**src/rtl/sample_burst_gen.sv**
```systemverilog
// Burst source and self-checker for the sample-averaging datapath: emits a dvalid burst,
// divides the sum to get the expected average, then compares it with avg_in. Build option: SAMPLE_GEN_LFSR_EN.
module sample_burst_gen #(
    parameter int WIDTH          = 8,
    parameter int MAX_SAMPLES    = 1000,
    parameter int TIMEOUT_CYCLES = 64,
    localparam int CNT_WIDTH     = $clog2(MAX_SAMPLES + 1),
    localparam int SUM_WIDTH     = WIDTH + CNT_WIDTH
) (
    input  logic                 clk,
    input  logic                 rst,
    input  logic                 start,
    input  logic [CNT_WIDTH-1:0] burst_len,
    input  logic [WIDTH-1:0]     seed,
    output logic [WIDTH-1:0]     data_out,
    output logic                 dvalid_out,
    input  logic [WIDTH-1:0]     avg_in,
    input  logic                 avg_valid_in,
    output logic                 busy,
    output logic                 done,
    output logic                 pass,
    output logic                 timeout,
    output logic [WIDTH-1:0]     exp_avg
);

    localparam int TMO_W  = $clog2(TIMEOUT_CYCLES + 1);
    localparam int DIVC_W = $clog2(SUM_WIDTH + 1);

    typedef enum logic [2:0] {IDLE, SEND, DIV, WAIT_AVG, REPORT} state_t;

`ifdef SAMPLE_GEN_LFSR_EN
    function automatic logic [31:0] taps_for(input int w);
        case (w)
            3:       return 32'h6;
            4:       return 32'hC;
            5:       return 32'h14;
            6:       return 32'h30;
            7:       return 32'h60;
            8:       return 32'hB8;
            9:       return 32'h110;
            10:      return 32'h240;
            11:      return 32'h500;
            12:      return 32'hE08;
            13:      return 32'h1C80;
            14:      return 32'h3802;
            15:      return 32'h6000;
            default: return 32'hB400;
        endcase
    endfunction

    localparam logic [WIDTH-1:0] LFSR_TAPS = WIDTH'(taps_for(WIDTH));

    function automatic logic [WIDTH-1:0] next_sample(input logic [WIDTH-1:0] s);
        return s[0] ? ((s >> 1) ^ LFSR_TAPS) : (s >> 1);
    endfunction

    function automatic logic [WIDTH-1:0] first_sample(input logic [WIDTH-1:0] s);
        return (s == '0) ? WIDTH'(1) : s;
    endfunction
`else
    function automatic logic [WIDTH-1:0] next_sample(input logic [WIDTH-1:0] s);
        return s + WIDTH'(1);
    endfunction

    function automatic logic [WIDTH-1:0] first_sample(input logic [WIDTH-1:0] s);
        return s;
    endfunction
`endif

    state_t                 state;
    logic [CNT_WIDTH-1:0]   len_r;
    logic [CNT_WIDTH-1:0]   idx;
    logic [SUM_WIDTH-1:0]   sum;
    logic [SUM_WIDTH-1:0]   quo;
    logic [CNT_WIDTH-1:0]   rem;
    logic [DIVC_W-1:0]      div_cnt;
    logic [TMO_W-1:0]       tcnt;
    logic                   tmo_hit;
    logic                   avg_got;
    logic [WIDTH-1:0]       avg_lat;

    logic [CNT_WIDTH:0]     trial;
    logic [CNT_WIDTH-1:0]   rem_next;
    logic [SUM_WIDTH-1:0]   quo_next;
    logic [SUM_WIDTH-1:0]   sum_next;
    logic                   tmo_now;
    logic                   avg_have;
    logic [WIDTH-1:0]       avg_now;

    // One restoring-division step: the dividend shifts out of quo's MSB as quotient bits shift in.
    always_comb begin
        trial    = {rem, quo[SUM_WIDTH-1]};
        rem_next = trial[CNT_WIDTH-1:0];
        quo_next = {quo[SUM_WIDTH-2:0], 1'b0};
        if (trial >= {1'b0, len_r}) begin
            rem_next = CNT_WIDTH'(trial - {1'b0, len_r});
            quo_next = {quo[SUM_WIDTH-2:0], 1'b1};
        end
        sum_next = sum + SUM_WIDTH'(data_out);
        tmo_now  = tmo_hit || (tcnt == TMO_W'(TIMEOUT_CYCLES - 1));
        avg_have = avg_got || avg_valid_in;
        avg_now  = avg_got ? avg_lat : avg_in;
    end

    always_ff @(posedge clk or posedge rst) begin
        if (rst) begin
            state      <= IDLE;
            len_r      <= '0;
            idx        <= '0;
            sum        <= '0;
            quo        <= '0;
            rem        <= '0;
            div_cnt    <= '0;
            tcnt       <= '0;
            tmo_hit    <= 1'b0;
            avg_got    <= 1'b0;
            avg_lat    <= '0;
            data_out   <= '0;
            dvalid_out <= 1'b0;
            busy       <= 1'b0;
            done       <= 1'b0;
            pass       <= 1'b0;
            timeout    <= 1'b0;
            exp_avg    <= '0;
        end else begin
            done <= 1'b0;
            // Timeout counter and avg capture run across both DIV and WAIT_AVG.
            if (state == DIV || state == WAIT_AVG) begin
                if (!tmo_hit) begin
                    tcnt <= tcnt + TMO_W'(1);
                    if (tcnt == TMO_W'(TIMEOUT_CYCLES - 1)) tmo_hit <= 1'b1;
                end
                if (avg_valid_in && !avg_got) begin
                    avg_got <= 1'b1;
                    avg_lat <= avg_in;
                end
            end
            case (state)
                IDLE: begin
                    if (start && burst_len != '0) begin
                        state      <= SEND;
                        len_r      <= burst_len;
                        idx        <= '0;
                        sum        <= '0;
                        pass       <= 1'b0;
                        timeout    <= 1'b0;
                        exp_avg    <= '0;
                        busy       <= 1'b1;
                        dvalid_out <= 1'b1;
                        data_out   <= first_sample(seed);
                        avg_got    <= 1'b0;
                        tmo_hit    <= 1'b0;
                    end
                end
                SEND: begin
                    sum <= sum_next;
                    idx <= idx + CNT_WIDTH'(1);
                    if (idx == len_r - CNT_WIDTH'(1)) begin
                        state      <= DIV;
                        dvalid_out <= 1'b0;
                        data_out   <= '0;
                        quo        <= sum_next;
                        rem        <= '0;
                        div_cnt    <= '0;
                        tcnt       <= '0;
                    end else begin
                        data_out <= next_sample(data_out);
                    end
                end
                DIV: begin
                    quo     <= quo_next;
                    rem     <= rem_next;
                    div_cnt <= div_cnt + DIVC_W'(1);
                    if (div_cnt == DIVC_W'(SUM_WIDTH - 1)) begin
                        state   <= WAIT_AVG;
                        exp_avg <= quo_next[WIDTH-1:0];
                    end
                end
                WAIT_AVG: begin
                    if (avg_have) begin
                        state <= REPORT;
                        pass  <= (avg_now == exp_avg);
                        done  <= 1'b1;
                    end else if (tmo_now) begin
                        state   <= REPORT;
                        timeout <= 1'b1;
                        pass    <= 1'b0;
                        done    <= 1'b1;
                    end
                end
                REPORT: begin
                    busy  <= 1'b0;
                    state <= IDLE;
                end
                default: state <= IDLE;
            endcase
        end
    end

endmodule

```
**config.mk**
```make
export PLATFORM = sky130hd
export DESIGN_NAME = sample_burst_gen
export DESIGN_NICKNAME = d
export VERILOG_FILES = /design/src/rtl/sample_burst_gen.sv
export SDC_FILE = /design/constraint.sdc
export NUM_CORES = 1
export LEC_CHECK = 0
export CORE_MARGIN = 3
export CORE_UTILIZATION = 59
export CTS_CLUSTER_DIAMETER = 200
export CTS_CLUSTER_SIZE = 14
export DETAILED_ROUTE_END_ITERATION = 7
export PLACE_DENSITY = 0.81
export SLEW_MARGIN = 20
export SYNTH_ARGS = -nofsm -noshare
export SYNTH_HDL_FRONTEND = slang
export SYNTH_SLANG_ARGS = --single-unit
```
**constraint.sdc**
```tcl
create_clock -name clk -period 5.11 [get_ports clk]
set_input_delay 1.533 -clock clk [delete_from_list [all_inputs] [get_ports clk]]
set_output_delay 1.533 -clock clk [all_outputs]
set_load 0.03 [all_outputs]
```
* Yosys cells after proc, flatten, opt, wreduce, memory -nomap -nowiden
Cells that the tools add are included.
Cells by class: add/sub/neg operators 7, $lt $le $gt $ge 1, equal/unequal tests 14, reduce and logical (&&, ||, !) cells 23, muxes and demuxes 52
Operators by type and width (count):
- $pmux W18 S2 | 2
- $mux W8 | 5
- $pmux W10 S2 | 2
- $mux W18 | 2
- $pmux W8 S2 | 2
- $mux W10 | 3
- $mux W7 | 4
- $mux W1 | 20
- $add A18 B8 Y18 | 1
- $mux W3 | 5
- $pmux W3 S4 | 1
- $ge A11 B10 Y1 | 1
- $add A10 B1 Y10 const B | 1
- $eq A10 B10 Y1 | 1
- $pmux W5 S2 | 1
- $reduce_and A2 Y1 | 5
- $reduce_bool A10 Y1 | 1
- $reduce_bool A2 Y1 | 5
- $sub A10 B1 Y10 const B | 1
- $sub A10 B10 Y10 | 1
- $reduce_and A3 Y1 | 3
- $add A8 B1 Y8 const B | 1
- $eq A8 B8 Y1 | 1
- $ne A2 B2 Y1 const B | 4
- 16 further kinds | 24
Word-level totals: bits in registers 112, logic and storage cells 115, output and inout bits 21, input bits 30

* Longest topological paths before layout
Gate-level depths: netlist of the first run.
depth after elaboration 6, mapped depth 11, depth with buffers taken out 10

* Worst setup path after synthesis of the first run
OpenSTA, ideal clock, no wires.
kind input port to flip-flop, start point input burst_len[4], end point register exp_avg[0], path buffers 1, data required time 4.985 ns, setup slack 1.708 ns, setup time 0.125 ns, stages 6, arrival time 3.278 ns, cells stage by stage or4_1 -> o41ai_2 -> nor4_1 -> a21oi_1 -> buf_2 -> mux2_2
Between the ends: cells in the longest elaborated chain, start to end 4
Ends and longest elaborated chain:
- from (decl) | RTL line 13 | input logic [CNT_WIDTH-1:0] burst_len,
- $reduce_bool A10 Y1 | RTL line 140 | if (start && burst_len != '0) begin
- $logic_and A1 B1 Y1 | RTL line 140
- $ne A2 B2 Y1 (no source line)
- $reduce_and A3 Y1 (no source line)
- to (signal assigned) | RTL line 176 | exp_avg <= quo_next[WIDTH-1:0];
- to (decl) | RTL line 23 | output logic [WIDTH-1:0] exp_avg
No other way between the ends. A chain may end at the register's enable or synchronous reset.

* Worst setup path after layout of the first run
start point input burst_len[4], end point register exp_avg[3]
The elaborated chain is that of the path after synthesis.

==> results of run 1 <==
[sequential cells by signal (all words and copies together) (netlist names)]
name        cells
rem            10
tmo_hit         1
state           3
dvalid_out      1
data_out        8
avg_got         1
len_r          10
busy            1
done            1
avg_lat         8
div_cnt         5
timeout         1
idx            10
pass            1
quo            18
tcnt            7
sum            18
exp_avg         8
[cell families (layout without fill, tap and decap cells)]
group	count (synthesis)	after routing	synth area share [%]
adders and majority gates	26	26	5.371
and+or+nand+nor	236	236	17.89
muxes	24	24	4.048
xor gates and xnor gates	42	42	5.806
DFF	112	112	44.23
AOI/OAI and AO/OA	181	181	18.76
buffers and inverters	63	103	3.890
[how the worst max path moves through the flow]
stage / slack [ps] / to / startpoint
after floorplan: 620 / avg_got / rst
after global placement: 870 / exp_avg[3] / burst_len[4]
after detailed placement: 740 / exp_avg[3] / burst_len[4]
after CTS: 1180 / exp_avg[3] / burst_len[4]
after global routing: 1070 / exp_avg[5] / burst_len[4]
final: 1120 / exp_avg[3] / burst_len[4]
[placed cells by master, fill, tap and decap left out, types with 3 or more instances in the layout]
cell type / count
ha_1: 24
a21oi_1: 31
nand2_1: 80
nor2_1: 47
mux2_2: 13
and2_1: 3
nand2b_1: 10
a21o_1: 13
nand3_1: 26
clkdlybuf4s50_1: 50
o221ai_1: 11
or3_1: 3
inv_1: 28
o21ai_0: 56
clkbuf_8: 9
o21a_1: 4
buf_4: 6
a221o_1: 9
dfrtp_1: 112
a211oi_1: 5
inv_6: 3
o31ai_1: 6
mux2i_1: 11
o22ai_1: 13
nand4_1: 10
o211ai_1: 6
nor2b_1: 5
nor3_1: 21
xor2_1: 16
a31oi_1: 6
xnor2_1: 26
a22o_1: 5
and3_1: 13
[power breakdown]
group	internal (µW)	switching, µW	total, µW	leakage [µW]
Combinational	855	1080	1930	0.00150
Clock	240	347	588	0.000106
Sequential	1170	334	1510	0.00146
Total	2270	1760	4020	0.00306
[area by class of cell]
class | count | share of cell area [%]
multi-input combinational | 509 | 46.00
sequential | 112 | 39.07
timing repair buffer | 57 | 7.884
tap | 136 | 2.372
clock buffer | 9 | 1.727
inverter | 30 | 1.605
clock inverter | 7 | 1.343
[critical path: stages]
cell and delay [ps]:
clkdlybuf4s50_1 420, or4_1 540, o41ai_2 610, nor4_2 90
a21oi_1 670, mux2_2 420
[per-layer routing]
layer | vias up | GRT usage, %
li1 | 2529 | -
met1 | 2581 | 33.64
met2 | 129 | 44.99
met4 | 0 | 8.370
met3 | 19 | 5.520
met5 | - | 0
[metrics by stage]
stage / cell area [µm²] / util [%] / hold WS [ps] / worst slack, ps / power [µW]
2_1_floorplan: 6336 / - / 450.5 / 618.0 / 2897
5_1_grt: 7173 / 69.17 / 510.8 / 1068 / 4336
6_report: 7173 / 69.17 / 496.6 / 1123 / 4024
4_1_cts: 7167 / 69.11 / 499.9 / 1180 / 4022
3_5_place_dp: 6947 / 66.99 / 469.0 / 735.2 / 3425
3_3_place_gp: 6947 / 66.99 / 462.9 / 869.3 / 3339
==> impl_results.md, run 1 <==
- CTS tree: yes
- Avg Cell Area, Syn: 9.263 µm²
- Ports: 51
- Grt total ovfl: 0
- Synthesized area: 0.006336 mm²
- Worst r2r src: len_r[1]
- IO Port Bufs: 50
- CTS Hold Buffers Added: 0
- Post-CTS Resized: 0
- Die Y: 109.6 µm
- Sink Count: 112
- DP HPWL: 10320 µm
- Sequential cell area: 0.002803 mm²
- Diode count: 0
- Area grow syn2layout: 13.21%
- Clk buf depth: 2
- Fillers: 819
- Met2 Wirelength: 7512 µm
- Multi-input logic area: 0.003299 mm²
- Setup Crit Path Kind: in2reg
- CTS root buffer: clkbuf_8
- Worst slew margin: 29.94%
- Peak VDD IR: 417.3 µV
- Leakage: 0.003063 µW
- GRT Util Overall: 26.36%
- DRT iter0 DRCs: 292
- ANT nets after route: 0
- Cell taking the most area after synthesis: dfrtp_1
- Fin nets: 775
- Synth top cells by count: 112 x dfrtp_1, 80 x nand2_1, 56 x o21ai_0
- Area contributors post-synth: dfrtp_1 44%, ha_1 4.7%, nand2_1 4.7%, o21ai_0 4.4%, xnor2_1 3.6%
- R2R depth: 10
- Netlist cell types: 59
- EDFF count, synth: 0
- CTS Buf Count: 9
- Total setup buffers inserted after CTS: 0
- Vias in the first global route: 5111
- Worst min-delay path class: reg2reg
- Die area: 0.01202 mm²
- Crit Path Max Fanout: 12
- Fin crit share: 78.02%
- Clk_skew: 17.66 ps
- FP Rows: 37
- #FFs+latches synth: 112
- Wire per inst: 17.52 µm
- Routability cong.: 0.9052
- Met3 routed WL: 595 µm
- Final setup violation count: 0
- Max Slew Vio Count: 0
- Reg clk slew, reported paths: 120 ps
- Initial core utilization: 61.10%
- Dominant synthesized flop cell: dfrtp_1
- Layout cell share with drive strength beyond 1: 6.492%
- Initial antenna violation count: 0
- Seq/Total Area, Yosys: 44.23%
- Non-filler cells, final: 860
- Critical Path AT: 4290 ps
- Critical Path RT: 5410 ps
- Crit. End Element: register
- Worst r2r dst: quo[10]
- H-tree Lvls: 3
- Global-route wire length before repair: 24670 µm
- Max-cap violations: 0
- Unrepaired setup endpoints after global routing: false
- Hold path start: pass
- First drt pass iteration count: 5
- Die span in x: 109.6 µm
- Async S/R FF share, synth: 100.0%
- Hold EP: pass
- Vias per cell: 6.114
- Largest net degree at the start of global routing: 75
- Period minus WS final: 3987 ps
- Synth Warn #: 0
- Syn_nets: 740
- Top cell type's share of synthesized area: 44.23%
- Outcome: completed
- Clk_lat worst skew: 410 ps
- CP Launch Type: primary input
- Core ar.: 0.01037 mm²
- Routed vias: 5258
- Placed Cells: 844
- Reg2Reg Setup Slack: 1870 ps
- Top sig layer: met4
- Max frequency: 250.8 MHz
- Worst hold stages: 1
- Mapped Cells: 684
- Slew @ Worst Pin: 1051 ps
- Fin Setup TNS: 0 ps
- Count leader, synth: dfrtp_1
- Final hold viol count: 0
- Drc violations: 0
- PD cells: 561.0 mW/mm²
- Total Wirelength: 15070 µm
- Wl on met1: 6715 µm
Power figures use the tool's default switching activity.
==> inputs of run 2 (changes only) <==
Clock period 5.11 ns to 3.75 ns, I/O delays scaled along.
==> run 2 against run 1 <==
Effect of this change:
- final cell count grew 0.93%
- sequential share of layout area shrank 0.10 points
- register-to-register slack lost 1200 ps
- clock-buffer cell count grew 1
- highest routed layer unchanged
- largest cell class unchanged
- first-iteration DRC count grew 12%
- critical endpoint is now exp_avg[6]
==> impl_results.md, run 2 (synthesis gave the netlist of run 1 again) <==
- Outcome: completed
- Clk_lat worst skew: 380 ps
- Global-route wire length before repair: 24340 µm
- Largest stage delay, worst path: 530 ps
- Die span in x: 109.6 µm
- IO Port Bufs: 50
- Clk buf depth: 2
- Largest net degree at the start of global routing: 59
- Initial core utilization: 61.10%
- Final setup violation count: 0
- Worst min-delay path class: reg2reg
- Critical Path RT: 4030 ps
- H-tree Lvls: 3
- Fin crit share: 82.26%
- FP Rows: 37
- DP HPWL: 10610 µm
- Routability cong.: 0.8965
- Setup Crit Path Kind: in2reg
- Layout cell share with drive strength beyond 1: 7.514%
- Total Wirelength: 14590 µm
- CP Launch Type: primary input
- GRT Util Overall: 25.79%
- Sink Count: 112
- Max-cap violations: 0
- Period minus WS final: 3085 ps
- Clk_skew: 13.60 ps
- Max Slew Vio Count: 0
- Cell family with most CP delay: buffers and inverters
- First drt pass iteration count: 5
- Unrepaired setup endpoints after global routing: false
- Peak VDD IR: 570.8 µV
- Area grow syn2layout: 13.51%
- Leakage: 0.003076 µW
- Initial antenna violation count: 0
- Most common library cell in the layout ignoring fill and taps: dfrtp_1
- ANT nets after route: 0
- Fin nets: 783
- Largest regs: quo (18), sum (18)
- Routed vias: 5248
- Total setup buffers inserted after CTS: 0
- Vias in the first global route: 5081
- Core ar.: 0.01037 mm²
- Die area: 0.01202 mm²
- WP buf/inv: 3
- CTS Hold Buffers Added: 0
- Vias per cell: 6.046
- DRT iter0 DRCs: 328
- CTS root buffer: clkbuf_8
- Die Y: 109.6 µm
- Final total power: 5397 µW
- Worst slew margin: 32.45%
- Fillers: 830
- Drc violations: 0
- Critical path, cell by cell: clkdlybuf4s50_1 -> or4_1 -> o41ai_2 -> buf_4 -> nor4_4 -> a21oi_1 -> buf_4 -> mux2_2
- Final hold viol count: 0
- Critical Path AT: 3370 ps
- Post-CTS Resized: 0
- Ports: 51
- Fin Setup TNS: 0 ps
- PD cells: 750.4 mW/mm²
- Reg clk slew, reported paths: 110 ps
- Commonest non-fill, non-tap cells in the layout: 112 x dfrtp_1, 80 x nand2_1, 56 x o21ai_0, 50 x clkdlybuf4s50_1, 47 x nor2_1
- Slowest stage cell, crit path: or4_1
- Crit Path Max Fanout: 12
- Crit. End Element: register
- Wire per inst: 16.81 µm
- Max frequency: 324.2 MHz
- CTS tree: yes
- Grt total ovfl: 0
- CTS Buf Count: 9
- Diode count: 0
- Slew @ Worst Pin: 1009 ps
- CP most frequent cell: buf_4
run 2: layout make-up:
cell class / instances / area (µm²) / area share (%)
Inverter: 30 / 116.4 / 1.618
Multi-Input combinational cell: 509 / 3302 / 45.91
Timing Repair Buffer: 65 / 613.1 / 8.525
Clock buffer: 10 / 137.6 / 1.914
Clock inverter: 6 / 50.05 / 0.6959
Tap cell: 136 / 170.2 / 2.366
Sequential cell: 112 / 2803 / 38.97
run 2: worst paths after layout:
kind | startpoint | to | slack [ps] | cells past startpoint
worst max-delay path | burst_len[4] | exp_avg[6] | 670 | 8
worst min-delay path | sum[6] | sum[6] | 500 | 1
worst max register to register | len_r[1] | quo[1] | 690 | 9
worst min register to register | sum[6] | sum[6] | 500 | 1
max in group asynchronous | rst | quo[15] | 1770 | 3
min in group asynchronous | rst | avg_lat[2] | 1010 | 2
run 2: through the flow:
stage | hold slack [ps] | worst slack [ps] | instance area [µm²] | std cells | utilization [%]
final | 496.2 | 665.2 | 7192 | 868 | 69.35
after global routing | 523.7 | 491.0 | 7192 | 868 | 69.35
after CTS | 497.2 | 576.3 | 7183 | 868 | 69.27
after detailed placement | 471.5 | 143.8 | 6995 | 852 | 67.46
after global placement | 462.2 | 263.9 | 6995 | 852 | 67.46
after floorplan | 450.5 | 755.7 | 6340 | 684 | -
run 2: power by group:
group,internal (µW),switching [µW]
Clock,268,431
Sequential,1600,458
Combinational,1180,1460
run 2: per-layer routing:
layer / up-vias / global-route usage, % / part of all wire (%)
li1: 2547 / - / -
met1: 2559 / 34.06 / 45
met2: 120 / 43.16 / 49
met3: 22 / 4.580 / 4.2
met4: 0 / 8.638 / 1.8
met5: - / 0 / 0
